### config.mk
export PLATFORM = sky130hd
export DESIGN_NAME = word_serializer
export DESIGN_NICKNAME = d
export VERILOG_FILES = /design/src/rtl/word_serializer.sv
export SDC_FILE = /design/constraint.sdc
export NUM_CORES = 1
export LEC_CHECK = 0
export ABC_AREA = 0
export CAP_MARGIN = 20
export CORE_MARGIN = 2
export CORE_UTILIZATION = 48
export CTS_CLUSTER_DIAMETER = 40
export DETAILED_ROUTE_END_ITERATION = 8
export PLACE_DENSITY = 0.78
export SLEW_MARGIN = 20
export SYNTH_ARGS = -nofsm -noshare
export SYNTH_HDL_FRONTEND = slang
export SYNTH_SLANG_ARGS = --single-unit
### constraint.sdc
create_clock -name clk -period 3 [get_ports clk]
set_input_delay 0.45 -clock clk [delete_from_list [all_inputs] [get_ports clk]]
set_output_delay 0.45 -clock clk [all_outputs]
set_load 0.02 [all_outputs]
### src/rtl/word_serializer.sv
// Serializes the flagged words of each accepted bus, most-significant word first.
// Optional macro WORD_PARITY_EN widens word_out by one even-parity MSB.
module word_serializer #(
  parameter int BUS_SIZE  = 16,
  parameter int WORD_SIZE = 4,
  parameter int WORD_NUM  = BUS_SIZE / WORD_SIZE,
  parameter int IDX_W     = 2
) (
  input  logic                 clk,
  input  logic                 reset,
  input  logic [BUS_SIZE-1:0]  data_in_bus,
  input  logic [WORD_NUM-1:0]  control_in,
  input  logic                 error_in,
  input  logic                 in_valid,
  output logic                 in_ready,
`ifdef WORD_PARITY_EN
  output logic [WORD_SIZE:0]   word_out,
`else
  output logic [WORD_SIZE-1:0] word_out,
`endif
  output logic [IDX_W-1:0]     word_idx,
  output logic                 word_valid,
  input  logic                 word_ready,
  output logic                 word_last,
  output logic [7:0]           drop_count,
  output logic                 drop_pulse
);

`ifdef WORD_PARITY_EN
  localparam int OUT_W = WORD_SIZE + 1;
`else
  localparam int OUT_W = WORD_SIZE;
`endif

  typedef enum logic [0:0] {
    IDLE = 1'b0,
    SEND = 1'b1
  } state_t;

  state_t                state_q, state_d;
  logic [BUS_SIZE-1:0]   data_q, data_d;
  logic [WORD_NUM-1:0]   mask_q, mask_d;
  logic [7:0]            drop_count_q, drop_count_d;
  logic                  drop_pulse_q, drop_pulse_d;
  logic                  in_ready_q, in_ready_d;
  logic                  word_valid_q, word_valid_d;
  logic [OUT_W-1:0]      word_out_q, word_out_d;
  logic [IDX_W-1:0]      word_idx_q, word_idx_d;
  logic                  word_last_q, word_last_d;

  function automatic logic [IDX_W-1:0] hi_idx(input logic [WORD_NUM-1:0] m);
    logic [IDX_W-1:0] r;
    r = '0;
    for (int k = 0; k < WORD_NUM; k++) begin
      r = m[k] ? IDX_W'(k) : r;
    end
    return r;
  endfunction

  function automatic logic [WORD_SIZE-1:0] pick_word(input logic [BUS_SIZE-1:0] d,
                                                     input logic [IDX_W-1:0]    i);
    logic [WORD_SIZE-1:0] w;
    w = '0;
    for (int k = 0; k < WORD_NUM; k++) begin
      w = (i == IDX_W'(k)) ? d[k*WORD_SIZE +: WORD_SIZE] : w;
    end
    return w;
  endfunction

  function automatic logic [OUT_W-1:0] fmt_out(input logic [WORD_SIZE-1:0] w);
`ifdef WORD_PARITY_EN
    return {^w, w};
`else
    return w;
`endif
  endfunction

  // Next-state: accept/drop in IDLE, retire one mask bit per transfer in SEND
  always_comb begin
    state_d      = state_q;
    data_d       = data_q;
    mask_d       = mask_q;
    drop_count_d = drop_count_q;
    drop_pulse_d = 1'b0;
    case (state_q)
      IDLE: begin
        if (in_valid && in_ready_q) begin
          if (error_in) begin
            drop_pulse_d = 1'b1;
            drop_count_d = (drop_count_q == 8'hFF) ? drop_count_q : drop_count_q + 8'd1;
          end else if (control_in != '0) begin
            data_d  = data_in_bus;
            mask_d  = control_in;
            state_d = SEND;
          end else begin
            state_d = IDLE;
          end
        end else begin
          state_d = IDLE;
        end
      end
      SEND: begin
        if (word_ready) begin
          for (int k = 0; k < WORD_NUM; k++) begin
            mask_d[k] = (word_idx_q == IDX_W'(k)) ? 1'b0 : mask_q[k];
          end
          state_d = word_last_q ? IDLE : SEND;
        end else begin
          mask_d = mask_q;
        end
      end
      default: begin
        state_d = IDLE;
        mask_d  = '0;
      end
    endcase
  end

  // Output next values derived from the next state so every output is a flop
  always_comb begin
    in_ready_d   = (state_d == IDLE);
    word_valid_d = (state_d == SEND);
    if (state_d == SEND) begin
      word_idx_d  = hi_idx(mask_d);
      word_out_d  = fmt_out(pick_word(data_d, hi_idx(mask_d)));
      word_last_d = ($countones(mask_d) == 32'sd1);
    end else begin
      word_idx_d  = '0;
      word_out_d  = '0;
      word_last_d = 1'b0;
    end
  end

  // State and output registers with synchronous reset
  always_ff @(posedge clk) begin
    if (reset) begin
      state_q      <= IDLE;
      data_q       <= '0;
      mask_q       <= '0;
      drop_count_q <= 8'd0;
      drop_pulse_q <= 1'b0;
      in_ready_q   <= 1'b1;
      word_valid_q <= 1'b0;
      word_out_q   <= '0;
      word_idx_q   <= '0;
      word_last_q  <= 1'b0;
    end else begin
      state_q      <= state_d;
      data_q       <= data_d;
      mask_q       <= mask_d;
      drop_count_q <= drop_count_d;
      drop_pulse_q <= drop_pulse_d;
      in_ready_q   <= in_ready_d;
      word_valid_q <= word_valid_d;
      word_out_q   <= word_out_d;
      word_idx_q   <= word_idx_d;
      word_last_q  <= word_last_d;
    end
  end

  assign in_ready   = in_ready_q;
  assign word_valid = word_valid_q;
  assign word_out   = word_out_q;
  assign word_idx   = word_idx_q;
  assign word_last  = word_last_q;
  assign drop_count = drop_count_q;
  assign drop_pulse = drop_pulse_q;

endmodule
==> results.md, run 1 <==
* Outcome: finished clean
* Power Density at 478 nW/µm²
* Tightest Pin Transition at 431 ps
* Largest net degree at the start of global routing at 31
* Reg2reg end: word_last$_SDFF_PP0_
* All-layer global routing usage at 21.3%
* Num CTS Buffers at 5
* Net count after synthesis at 207
* Final setup fails at 0
* Main combinational cell family by area after synthesis: simple AND/OR/NAND/NOR gates
* Pwr Total at 1.15 mW
* Port bufs at 42
* Adder-cell share of the synthesized area at 3.28%
* Compound-Gate Fraction of Synth Area at 17.1%
* Post-synthesis cell type count at 47
* Die Ht at 64.4 µm
* Initial core utilization at 51.3%
* Worst hold path class: register to register
* Clk slew on worst S/H paths at 110 ps
* Post-synthesis mux area share at 7.78%
* Yosys reg bits at 38
* Top-area cell type share of the netlist area at 43.4%
* Yosys synthesis warning count at 0
* FFs w/ async S/R, synth at 0%
* Crit path DAT at 3040 ps
* Post-route antenna net violation count at 0
* Clock skew at 6.93 ps
* Vias in the first global route at 1,526
* Routed length per placed instance at 14.6 µm
* Vias per inst at 5.42
* CTS tree: yes
* Final slew viol count at 0
* Worst VDD drop at 518 µV
* Post-Syn Instances at 178
* Crit path launch type: input port
* Synth Area per Inst at 9.85 µm²
* Max-cap violations at 0
* IO Pins at 43
* Core ar. at 3420 µm²
* H-tree lvl count at 2
* Final Wtd Congestion at 0.796
* CP Max Fanout at 2
* Global-route wire length before repair at 6860 µm
* Share of cells above drive strength 1 at 17.7%
* Finished Core Util at 70.1%
* Inserted Diodes at 0
* Leak Pwr at 0.952 nW
* Final worst-path cycle share at 93.0%
* Initial DRT Pass Iterations at 4
* Post-CTS Repair Setup Buffers at 0
* Leading cell type in the layout, fill and taps excluded: clkdlybuf4s50_1
* Register-to-register setup slack at 570 ps
* Later-pin clock latency in the skew report at 340 ps
* Routed via count at 1,534
* CTS sink count at 38
* Sequential share of the synthesized area at 43.4%
* Placed inst area at 2310 µm²
* # DRC at 0
* Synth top area cells: dfxtp_1 (43%), mux2i_1 (4.6%), nor2_1 (4.5%), a21oi_1 (2.9%), o22ai_2 (2.9%)
* Fin crit period at 2790 ps
* Final setup TNS at 0 ps
* Post-route cell area at 2390 µm²
* CTS max path bufs at 2
* CP endpoint kind: register
* DIE WIDTH at 64.4 µm
* Violation count after the first detailed-route iteration at 96
* Die area at 4150 µm²
* Cell count of the worst reg-to-reg path at 9
* Final hold viol count at 0
* CTS Root Cell: clkbuf_4
* R2r startpoint: in_ready$_SDFF_PP1_
* Setup CP Type: input port to register
* Primary FF master, synth: dfxtp_1
* DP Wirelength at 3010 µm
* Fin nets at 266
* CP Launch Point: control_in[1]
* Xor/xnor share of the synthesized area at 3.00%
* Area grow syn2layout at 36.6%
* Rows at 21
* DRT Wirelength at 4140 µm
* Largest area contributor in the netlist: dfxtp_1
* Post-synth EDFFs at 0
* Slew margin rel. at 71.1%
* GRT overflow at 0
* Cell Area, Synth at 1750 µm²
* Required time worst endpoint at 3250 ps
* Most frequent cells in the layout: clkdlybuf4s50_1 (42), dfxtp_1 (38), nor2_1 (21), buf_4 (17), a21oi_1 (10)
* Simple-gate share of the synthesized area at 21.0%
* Crit path to: word_last$_SDFF_PP0_
* Initial antenna violation count at 0
* Unrepaired setup endpoints after global routing: false
* Max Fclk at 358 MHz
-- layout make-up --
cell class	instances	area, µm²
repair buffers	59	548
well taps	46	57.6
clock buffers	6	51.3
fillers	277	1020
clock inverters	1	30.0
inverters	8	30.0
multi-input cells	125	917
flip-flops and latches	38	761
-- sequential cells by signal (all words and copies together), names as in the netlist --
| name | count |
|---|---|
| data_q | 16 |
| drop_count | 8 |
| mask_q | 4 |
| word_out | 4 |
| word_idx | 2 |
| drop_pulse | 1 |
| in_ready | 1 |
| word_last | 1 |
| word_valid | 1 |
-- how the worst min path moves through the flow --
stage	to	startpoint	cells after the start
2_1_floorplan	data_q[12]$_SDFF_PP0_	data_q[12]$_SDFF_PP0_	2
3_3_place_gp	data_q[13]$_SDFF_PP0_	data_q[13]$_SDFF_PP0_	2
3_5_place_dp	data_q[11]$_SDFF_PP0_	data_q[11]$_SDFF_PP0_	2
4_1_cts	data_q[11]$_SDFF_PP0_	data_q[11]$_SDFF_PP0_	2
5_1_grt	data_q[11]$_SDFF_PP0_	data_q[11]$_SDFF_PP0_	2
6_report	data_q[11]$_SDFF_PP0_	data_q[11]$_SDFF_PP0_	2
-- stage by stage --
step / hold WS, ps / worst slack [ps] / instances
floorplan: 460 / 210 / 178
global placement: 485 / -154 / 276
detailed placement: 497 / -212 / 276
CTS: 517 / 154 / 283
global route: 553 / 56.8 / 283
finish: 515 / 210 / 283
-- worst max-delay path, stage by stage --
cell,delay [ps]
clkdlybuf4s50_1,430
or4_4,590
nand2_8,80
a32o_2,190
inv_2,50
fa_1,490
inv_1,40
ha_1,170
ha_1,270
nor4b_1,290
-- where the power goes --
part | leakage (nW) | switching, mW | total, mW | internal, mW
clock | 0.0443 | 0.164 | 0.358 | 0.194
sequential | 0.309 | 0.0125 | 0.543 | 0.530
combinational | 0.599 | 0.121 | 0.244 | 0.123
total | 0.952 | 0.298 | 1.15 | 0.848
-- cell families (layout without fill, tap and decap cells) --
| logic type | Yosys count | in the layout |
|---|---|---|
| compound gates | 41 | 41 |
| simple gates | 61 | 61 |
| flops | 38 | 38 |
| mux | 13 | 13 |
| xor+xnor | 6 | 6 |
| buf+inv | 15 | 74 |
| fa+ha+maj | 4 | 4 |
-- synth_stat cells, types with 2 or more instances --
cell type  count
dfxtp_1       38
clkbuf_1       3
xnor2_1        5
o21ai_0        6
nor3_1         2
nor2b_1        7
a21o_1         3
nor2_1        21
buf_2          2
ha_1           3
o21ai_1        5
inv_2          2
mux2_2         4
and3b_1        2
a21oi_1       10
inv_1          6
a22oi_1        4
nand4b_1       2
nand3_1        7
nand2_1        6
o22ai_2        4
mux2i_1        8
a311oi_1       4
-- metal layers --
| metal | track usage (%) | wire, µm | share of wire (%) | vias up |
|---|---|---|---|---|
| met2 | 35.5 | 1970 | 48 | 52 |
| met3 | 4.86 | 207 | 5.0 | 10 |
| met1 | 26.7 | 1850 | 45 | 714 |
| li1 | - | - | - | 758 |
| met5 | 0 | 0 | 0 | - |
| met4 | 8.51 | 110 | 2.7 | 0 |
-- timing repair --
item,CTS,global route
hold endpoints to repair,0,0
resized for setup,0,1
setup endpoints to repair,0,1
hold buffers,0,0
(Power assumes the default switching activity.)
==> inputs of run 2 (changes only) <==
Settings changed: CAP_MARGIN 20 to default.
Clock period 3 ns to 3.1 ns, I/O delays scaled along.
==> run 2 against run 1 <==
Effect of this change:
- sequential share of layout area fell by 0.25 points
- design area grew 0.78%
- register-to-register slack improved by 70 ps
- core utilization is 0.55 points higher
- clock skew is 2.7 ps higher
- routed wire length is 0.60% lower
- first-iteration DRC count grew 1.0%
- via count down 2.2%
- critical path depth is the same
- largest power group unchanged
==> results.md, run 2 (same netlist as run 1, synthesis figures left out) <==
* Clock skew at 9.63 ps
* Initial DRT Pass Iterations at 4
* Top reg by flops: data_q
* Hold_buf cts at 0
* Crit path largest cell delay at 650 ps
* Inserted Diodes at 0
* Worst hold path class: register to register
* Area grow syn2layout at 37.7%
* CTS tree: yes
* Pwr Total at 1.20 mW
* Unrepaired setup endpoints after global routing: false
* Cell mode on critical path: ha_1
* Later-pin clock latency in the skew report at 350 ps
* CTS max path bufs at 2
* Initial core utilization at 51.3%
* Clk slew on worst S/H paths at 110 ps
* Crit path cell chain: clkdlybuf4s50_1, or4_1, nand2_8, a32o_2, inv_2, fa_1, inv_1, ha_1, ha_1, nor4b_1
* Fillers at 271
* Violation count after the first detailed-route iteration at 97
* Required time worst endpoint at 3360 ps
* CP top delay family: simple AND/OR/NAND/NOR gates
* Vias per inst at 5.30
* Core ar. at 3420 µm²
* Routed via count at 1,501
* Crit path launch type: input port
* H-tree lvl count at 2
* Final worst-path cycle share at 92.3%
* GRT overflow at 0
* Port bufs at 42
* Setup CP Type: input port to register
* Global-route wire length before repair at 6940 µm
* CP Max Fanout at 2
* Register-to-register setup slack at 640 ps
* Post-CTS Repair Setup Buffers at 0
* Initial antenna violation count at 0
* IO Pins at 43
* CP endpoint kind: register
* Post-cts resize count at 0
* Outcome: finished clean
* Crit path DAT at 3130 ps
* Worst VDD drop at 323 µV
* All-layer global routing usage at 21.7%
* Leak Pwr at 0.959 nW
* Final slew viol count at 0
* Leading cell type in the layout, fill and taps excluded: clkdlybuf4s50_1
* Die Ht at 64.4 µm
* Final setup fails at 0
* DIE WIDTH at 64.4 µm
* CP max stage cell: or4_1
* CTS sink count at 38
* DP Cell Count at 275
* Power Density at 495 nW/µm²
* Fin nets at 265
* CTS Root Cell: clkbuf_4
* Slew margin rel. at 72.6%
* Final hold viol count at 0
* DP Wirelength at 3030 µm
* Routed length per placed instance at 14.5 µm
* Max Fclk at 349 MHz
* Max reg flops at 16
* Share of cells above drive strength 1 at 17.3%
* Final Non-Filler Cells at 283
* DRT Wirelength at 4120 µm
* Post-route antenna net violation count at 0
* Vias in the first global route at 1,523
* Die area at 4150 µm²
* Final Wtd Congestion at 0.795
* Fin crit period at 2860 ps
* Num CTS Buffers at 5
* Most frequent cells in the layout: clkdlybuf4s50_1 (42), dfxtp_1 (38), nor2_1 (21), buf_4 (16), a21oi_1 (10)
* Finished Core Util at 70.7%
* Tightest Pin Transition at 409 ps
* Max-cap violations at 0
* Largest net degree at the start of global routing at 31
* Worst path bufs/invs at 3
* # DRC at 0
* Rows at 21
run 2: area by class of cell:
| class | instances | area, µm² | share of cell area [%] |
|---|---|---|---|
| multi-input combinational | 125 | 913 | 37.8 |
| sequential | 38 | 761 | 31.5 |
| timing repair buffer | 58 | 541 | 22.4 |
| clock inverter | 2 | 60.1 | 2.49 |
| tap | 46 | 57.6 | 2.38 |
| clock buffer | 6 | 51.3 | 2.13 |
| inverter | 8 | 30.0 | 1.24 |
run 2: final timing paths:
check | startpoint | endpoint | cells after the start
max | control_in[1] | word_last$_SDFF_PP0_ | 10
min | data_q[13]$_SDFF_PP0_ | data_q[13]$_SDFF_PP0_ | 2
max reg2reg | in_ready$_SDFF_PP1_ | word_last$_SDFF_PP0_ | 9
min reg2reg | data_q[13]$_SDFF_PP0_ | data_q[13]$_SDFF_PP0_ | 2
run 2: metrics by stage:
step | TNS (ps) | area, µm² | worst slack (ps) | hold slack (ps)
3_3_place_gp | -69.6 | 2300 | -69.6 | 486
3_5_place_dp | -116 | 2300 | -116 | 495
5_1_grt | 0 | 2410 | 105 | 565
6_report | 0 | 2410 | 239 | 525
2_1_floorplan | 0 | 1750 | 295 | 460
4_1_cts | 0 | 2410 | 246 | 514
run 2: per-layer routing:
| layer | GRT usage (%) | wire, µm |
|---|---|---|
| met3 | 4.69 | 190 |
| met1 | 27.5 | 1880 |
| met2 | 36.7 | 1990 |
| met5 | 0 | 0 |
| met4 | 7.18 | 61 |
run 2: report_power, final:
group | total (mW) | internal, mW | switching (mW) | leakage (nW)
clock network | 0.436 | 0.273 | 0.163 | 0.0585
registers | 0.526 | 0.513 | 0.0124 | 0.309
logic | 0.234 | 0.118 | 0.116 | 0.592
total | 1.20 | 0.905 | 0.291 | 0.959
run 2: worst reg2reg max path: cells and delay by family (launching register included):
family          cells  cell delay, ps
flops               1             440
buf+inv             2             190
fa+ha+maj           3             820
compound gates      1             190
simple gates        3             730
